File: src/rtl/fetch_pkg.sv
// fetch_pkg: shared constants, the buffered fetch entry type and a word-align helper.
package fetch_pkg;
  localparam logic [31:0] RESET_PC_DEFAULT = 32'h0000_0000;
  localparam logic [31:0] INSTR_NOP = 32'h0000_0013;
  typedef struct packed {
    logic [31:0] pc;
    logic [31:0] instr;
  } fetch_entry_t;
  function automatic logic [31:0] word_align(input logic [31:0] a);
    return a & 32'hFFFF_FFFC;
  endfunction
endpackage

File: src/rtl/fetch_fifo.sv
// fetch_fifo: DEPTH-entry (power of two) synchronous FIFO with single-cycle flush.
module fetch_fifo
  import fetch_pkg::*;
#(
  parameter int DEPTH = 2,
  parameter int WIDTH = 32,
  localparam int AW = $clog2(DEPTH)
) (
  input  logic             clk,
  input  logic             rst,
  input  logic             flush,
  input  logic             push,
  input  logic [WIDTH-1:0] push_data,
  input  logic             pop,
  output logic [WIDTH-1:0] pop_data,
  output logic             full,
  output logic             empty,
  output logic [AW:0]      count
);
  logic [WIDTH-1:0] mem_q [DEPTH];
  logic [WIDTH-1:0] mem_d [DEPTH];
  logic [AW-1:0] wr_q, wr_d, rd_q, rd_d;
  logic [AW:0] cnt_q, cnt_d;
  always_comb begin
    mem_d = mem_q;
    if (push) mem_d[wr_q] = push_data;
    wr_d = flush ? '0 : wr_q + AW'(push);
    rd_d = flush ? '0 : rd_q + AW'(pop);
    cnt_d = flush ? '0 : cnt_q + (AW+1)'(push) - (AW+1)'(pop);
    pop_data = mem_q[rd_q];
    full = cnt_q == (AW+1)'(DEPTH);
    empty = cnt_q == '0;
    count = cnt_q;
  end
  always_ff @(posedge clk) begin
    if (!rst) begin
      wr_q <= '0;
      rd_q <= '0;
      cnt_q <= '0;
    end else begin
      wr_q <= wr_d;
      rd_q <= rd_d;
      cnt_q <= cnt_d;
    end
    mem_q <= mem_d;
  end
endmodule

File: src/rtl/fetch_pc_unit.sv
// fetch_pc_unit: next-PC generation, imem request issue, in-flight tracking and decode buffering.
// Define FETCH_BYPASS_EN to forward a response straight to decode when the buffer is empty.
module fetch_pc_unit
  import fetch_pkg::*;
#(
  parameter logic [31:0] RESET_PC = RESET_PC_DEFAULT,
  parameter int DEPTH = 2
) (
  input  logic        clk,
  input  logic        rst,
  input  logic [31:0] pc_q,
  output logic [31:0] pc_d,
  output logic        imem_req_valid,
  output logic [31:0] imem_req_addr,
  input  logic        imem_req_ready,
  input  logic        imem_rsp_valid,
  input  logic [31:0] imem_rsp_data,
  input  logic        redirect_valid,
  input  logic [31:0] redirect_pc,
  output logic        if_valid,
  input  logic        if_ready,
  output logic [31:0] if_instr,
  output logic [31:0] if_pc
);
  localparam int AW = $clog2(DEPTH);
  localparam int EW = $bits(fetch_entry_t);
  logic [AW:0] pc_cnt, buf_cnt;
  logic pc_full, pc_empty, buf_full, buf_empty;
  logic req_fire, rsp_live, buf_push, buf_pop;
  logic [31:0] head_pc;
  fetch_entry_t rsp_entry, buf_entry, out_entry;
  logic [7:0] drop_q, drop_d, drop_flush, inflight;
  always_comb begin
    imem_req_valid = rst && !redirect_valid && (({1'b0, pc_cnt} + {1'b0, buf_cnt}) < (AW+2)'(DEPTH));
    imem_req_addr = word_align(pc_q);
    req_fire = imem_req_valid && imem_req_ready;
    pc_d = !rst ? RESET_PC : redirect_valid ? word_align(redirect_pc) : req_fire ? pc_q + 32'd4 : pc_q;
    rsp_live = rst && !redirect_valid && imem_rsp_valid && drop_q == '0;
    // Everything still owed by memory becomes drop credit; a response landing now already paid one.
    inflight = drop_q + 8'(pc_cnt);
    drop_flush = inflight - 8'(imem_rsp_valid && inflight != '0);
    drop_d = redirect_valid ? drop_flush : drop_q - 8'(imem_rsp_valid && drop_q != '0);
    rsp_entry = {head_pc, imem_rsp_data};
`ifdef FETCH_BYPASS_EN
    if_valid = rst && !redirect_valid && (!buf_empty || rsp_live);
    out_entry = buf_empty ? rsp_entry : buf_entry;
    buf_push = rsp_live && !(buf_empty && if_ready);
    buf_pop = if_valid && if_ready && !buf_empty;
`else
    if_valid = rst && !redirect_valid && !buf_empty;
    out_entry = buf_entry;
    buf_push = rsp_live;
    buf_pop = if_valid && if_ready;
`endif
    if_pc = if_valid ? out_entry.pc : '0;
    if_instr = if_valid ? out_entry.instr : '0;
  end
  always_ff @(posedge clk) begin
    if (!rst) drop_q <= drop_flush;
    else drop_q <= drop_d;
  end
  fetch_fifo #(.DEPTH(DEPTH), .WIDTH(32)) u_pc_fifo (
    .clk(clk), .rst(rst), .flush(redirect_valid),
    .push(req_fire), .push_data(imem_req_addr),
    .pop(rsp_live), .pop_data(head_pc),
    .full(pc_full), .empty(pc_empty), .count(pc_cnt)
  );
  fetch_fifo #(.DEPTH(DEPTH), .WIDTH(EW)) u_buf (
    .clk(clk), .rst(rst), .flush(redirect_valid),
    .push(buf_push), .push_data(rsp_entry),
    .pop(buf_pop), .pop_data(buf_entry),
    .full(buf_full), .empty(buf_empty), .count(buf_cnt)
  );
  assert property (@(posedge clk) disable iff (!rst) !(rsp_live && (buf_full || pc_empty)));
  assert property (@(posedge clk) disable iff (!rst) !(req_fire && pc_full));
endmodule
File: config.mk
export PLATFORM = sky130hd
export DESIGN_NAME = fetch_pc_unit
export DESIGN_NICKNAME = d
export VERILOG_FILES = /design/src/rtl/fetch_pkg.sv /design/src/rtl/fetch_fifo.sv /design/src/rtl/fetch_pc_unit.sv
export SDC_FILE = /design/constraint.sdc
export NUM_CORES = 1
export LEC_CHECK = 0
export CORE_MARGIN = 10
export CORE_UTILIZATION = 40
export CTS_BUF_LIST = sky130_fd_sc_hd__clkbuf_16
export DETAILED_ROUTE_END_ITERATION = 7
export PLACE_DENSITY = 0.7
export SYNTH_ARGS = -nofsm -noshare
export SYNTH_HDL_FRONTEND = slang
export SYNTH_SLANG_ARGS = --single-unit
File: constraint.sdc
create_clock -name clk -period 3.6 [get_ports clk]
set_input_delay 0.72 -clock clk [delete_from_list [all_inputs] [get_ports clk]]
set_output_delay 0.72 -clock clk [all_outputs]
set_load 0.005 [all_outputs]
==> impl_metrics.ini <==
[status]
status = finished with violations
violations = negative setup slack

[clock_tree]
cts_buffers = 17
clockBufferDepth = 2
htree_num_levels = 4
cts_tree = yes
cts_hold_buf = 0
clk_latency_ps = 430
root_buffer = clkbuf_16
path_clk_slew_ps = 70
cts.sinks = 200

[cells_and_area]
drive_above_1_share_pct = 21.7
area_growth_pct = 40.3
antenna_cells = 0
final_nets = 1079
design_area_um2 = 13200

[synth]
ys_dominant_reg_cell = edfxtp_1
yosysWarnings = 0
syn_avg_cell_area_um2 = 13.3
ys_seq_elements = 200
synth.most_common_cell = edfxtp_1
yosys.area.top_type = edfxtp_1
synth_top_area_share_pct = 58.9
netlist_area_um2 = 9390
synth_area_leaders = edfxtp_1 59%, mux2i_1 7.0%, mux2_2 3.6%
synth_cells = 708
synth_edf_count = 184
ys_seq_area_share_pct = 62.3
ys_types = 55
async_flop_share_pct = 0
synthTopCellsByCount = 184 x edfxtp_1, 78 x nor2_1, 66 x mux2i_1

[die]
fp-row-count = 55
pin_count = 232
die_x_um = 173
die_h_um = 173
fp.dieArea_um2 = 30000
initial_utilization_pct = 41.1
coreArea_um2 = 22800

[pwr]
seq_power_share_pct = 51.4
ir_drop_mv = 0.228
swShare_pct = 25.2
switchingPower_uw = 1330
intPower_uw = 3940
pwr-share-clk_pct = 36.3
p_per_area_nw_per_um2 = 400
comb_power_share_pct = 12.3
leakagePower_uw = 0.00465

[timing]
rsz0062_at_grt = yes
finalHoldViolCount = 0
slew_headroom_pct = 41.5
timing.fmax_mhz = 274
worst_slack_ps = -45.5
tns_ps = -172
setup_viol = 8
fin_worst_skew_ps = 11.3
worst_slew_pin_slew_ps = 878
fin_crit_ps = 3650
fin_crit_sh_pct = 101
slew_viol_final = 0

[worst_setup_path]
slowest_stage = clkdlybuf4s50_1
reg2reg_depth = 14
path_cells = inv_2 -> nor2_4 -> fa_1 -> nor4b_4 -> buf_4 -> nand2_1 -> mux2i_1 -> o21ai_1 -> and2_1 -> clkdlybuf4s50_1
critical_path_class = flip-flop to primary output
cp.required_ps = 2880
end_kind = primary output
rrSetupSlack_ps = 280
crit_arrival_ps = 2930
crit_path_max_fanout = 4
cp-start-kind = flip-flop
max_stage_delay_ps = 530

[route]
vias = 6374
via_per_inst = 4.96
ant_nets = 0
finalWirelength_mm = 24.6
top_layer = met4
routedWlPerCell_um = 19.2
drc = 0
m1WireLength_mm = 10.6
wl_met2_mm = 11.4
drt-initial-drc-count = 330
first_pass_iters = 4
dr_wl_met3_mm = 2.13

[worst_hold_path]
hp-class = flip-flop to flip-flop
hold_depth = 1

[run]
drv_cap = 0

[global_route]
first_global_vias = 6592
grt_overflow_total = 0
grt_antenna_before_repair = 0
grt_use_total_pct = 16.0
grt_max_degree = 63
grt_pass1_wl_mm = 37.6

[placement]
gp_congestion = 0.841
portBuffers = 225
hpwl_mm = 17.5
post_dp_cell_area_um2 = 12200
## metrics by stage
step / hold WS, ps / total power (uW) / util [%] / setup slack [ps] / instances
2_1_floorplan: 535 / 3090 / - / 163 / 711
3_3_place_gp: 542 / 3390 / 53.5 / -164 / 1239
3_5_place_dp: 552 / 3400 / 53.5 / -210 / 1239
4_1_cts: 571 / 5310 / 57.0 / -217 / 1277
5_1_grt: 580 / 5500 / 57.7 / -200 / 1285
6_report: 566 / 5270 / 57.7 / -45.5 / 1285
## logic make-up (layout without fill, tap and decap cells)
logic type | after synthesis | after routing | share of synthesized area, %
xor+xnor | 44 | 44 | 4.11
simple gates | 179 | 179 | 10.2
flops | 200 | 200 | 62.3
compound gates | 80 | 80 | 4.83
buf+inv | 90 | 351 | 5.36
mux | 96 | 96 | 10.6
other cells | 1 | 4 | 0.0400
fa+ha+maj | 18 | 18 | 2.56
## placed cells by master, fill, tap and decap left out, drive strengths merged, types with 16 or more instances in the layout
cell / instances
a21oi: 29
buf: 93
clkbuf: 24
clkdlybuf4s50: 196
dfxtp: 16
edfxtp: 184
ha: 16
inv: 23
mux2: 30
mux2i: 66
nand2: 20
nand3: 17
nor2: 78
o21ai: 34
xnor2: 26
xor2: 18
## routing by layer
metal  vias up  track usage [%]
met5         -                0
met4         0             5.32
met3        27             6.56
met2       235             25.3
met1      3049             19.5
li1       3063                -
## worst max-delay path, delay by kind of cell, from the launching register on
family,cells,cell delay [ps]
buffers and inverters,3,770
and+or+nand+nor,4,600
adders and majority gates,1,520
DFF,1,330
muxes,1,170
AOI/OAI and AO/OA,1,130
## cell type report
class                           instances  area (um2)
Fill cell                            1894        9670
Sequential cell                       200        5850
Multi-Input combinational cell        421        3360
Timing Repair Buffer                  301        2890
Clock buffer                           17         425
Tap cell                              313         392
Clock inverter                         15         183
Inverter                               18        67.6
## path summary, 6_finish.rpt
kind,from,to
hold / removal,u_pc_fifo.mem_q[2],u_buf.mem_q[34]
setup / recovery,u_buf.count[0],pc_d[3]
setup reg to reg,u_pc_fifo.count[0],drop_q[4]
hold reg to reg,u_pc_fifo.mem_q[2],u_buf.mem_q[34]
## what timing repair did
| item | in CTS | in global routing |
|---|---|---|
| pin swaps | 15 | 31 |
| buffers inserted | 6 | 9 |
| resized for setup | 75 | 87 |
| setup endpoints to repair | 38 | 89 |
## state kept, by name (all words and copies together), names as in the netlist
register / cells
u_buf.rd_q: 1
drop_q: 8
u_pc_fifo.rd_q: 1
u_pc_fifo.count: 2
u_buf.mem_q: 124
u_pc_fifo.mem_q: 60
u_buf.count: 2
u_buf.wr_q: 1
u_pc_fifo.wr_q: 1
## power by group through the flow
| stage | registers, uW | logic [uW] | clock network, uW |
|---|---|---|---|
| 2_1_floorplan | 2670 | 421 | 0 |
| 3_3_place_gp | 2760 | 634 | 0 |
| 3_5_place_dp | 2760 | 644 | 0 |
| 4_1_cts | 2700 | 643 | 1960 |
| 5_1_grt | 2720 | 720 | 2060 |
| 6_report | 2710 | 647 | 1920 |
(Power assumes the default switching activity.)
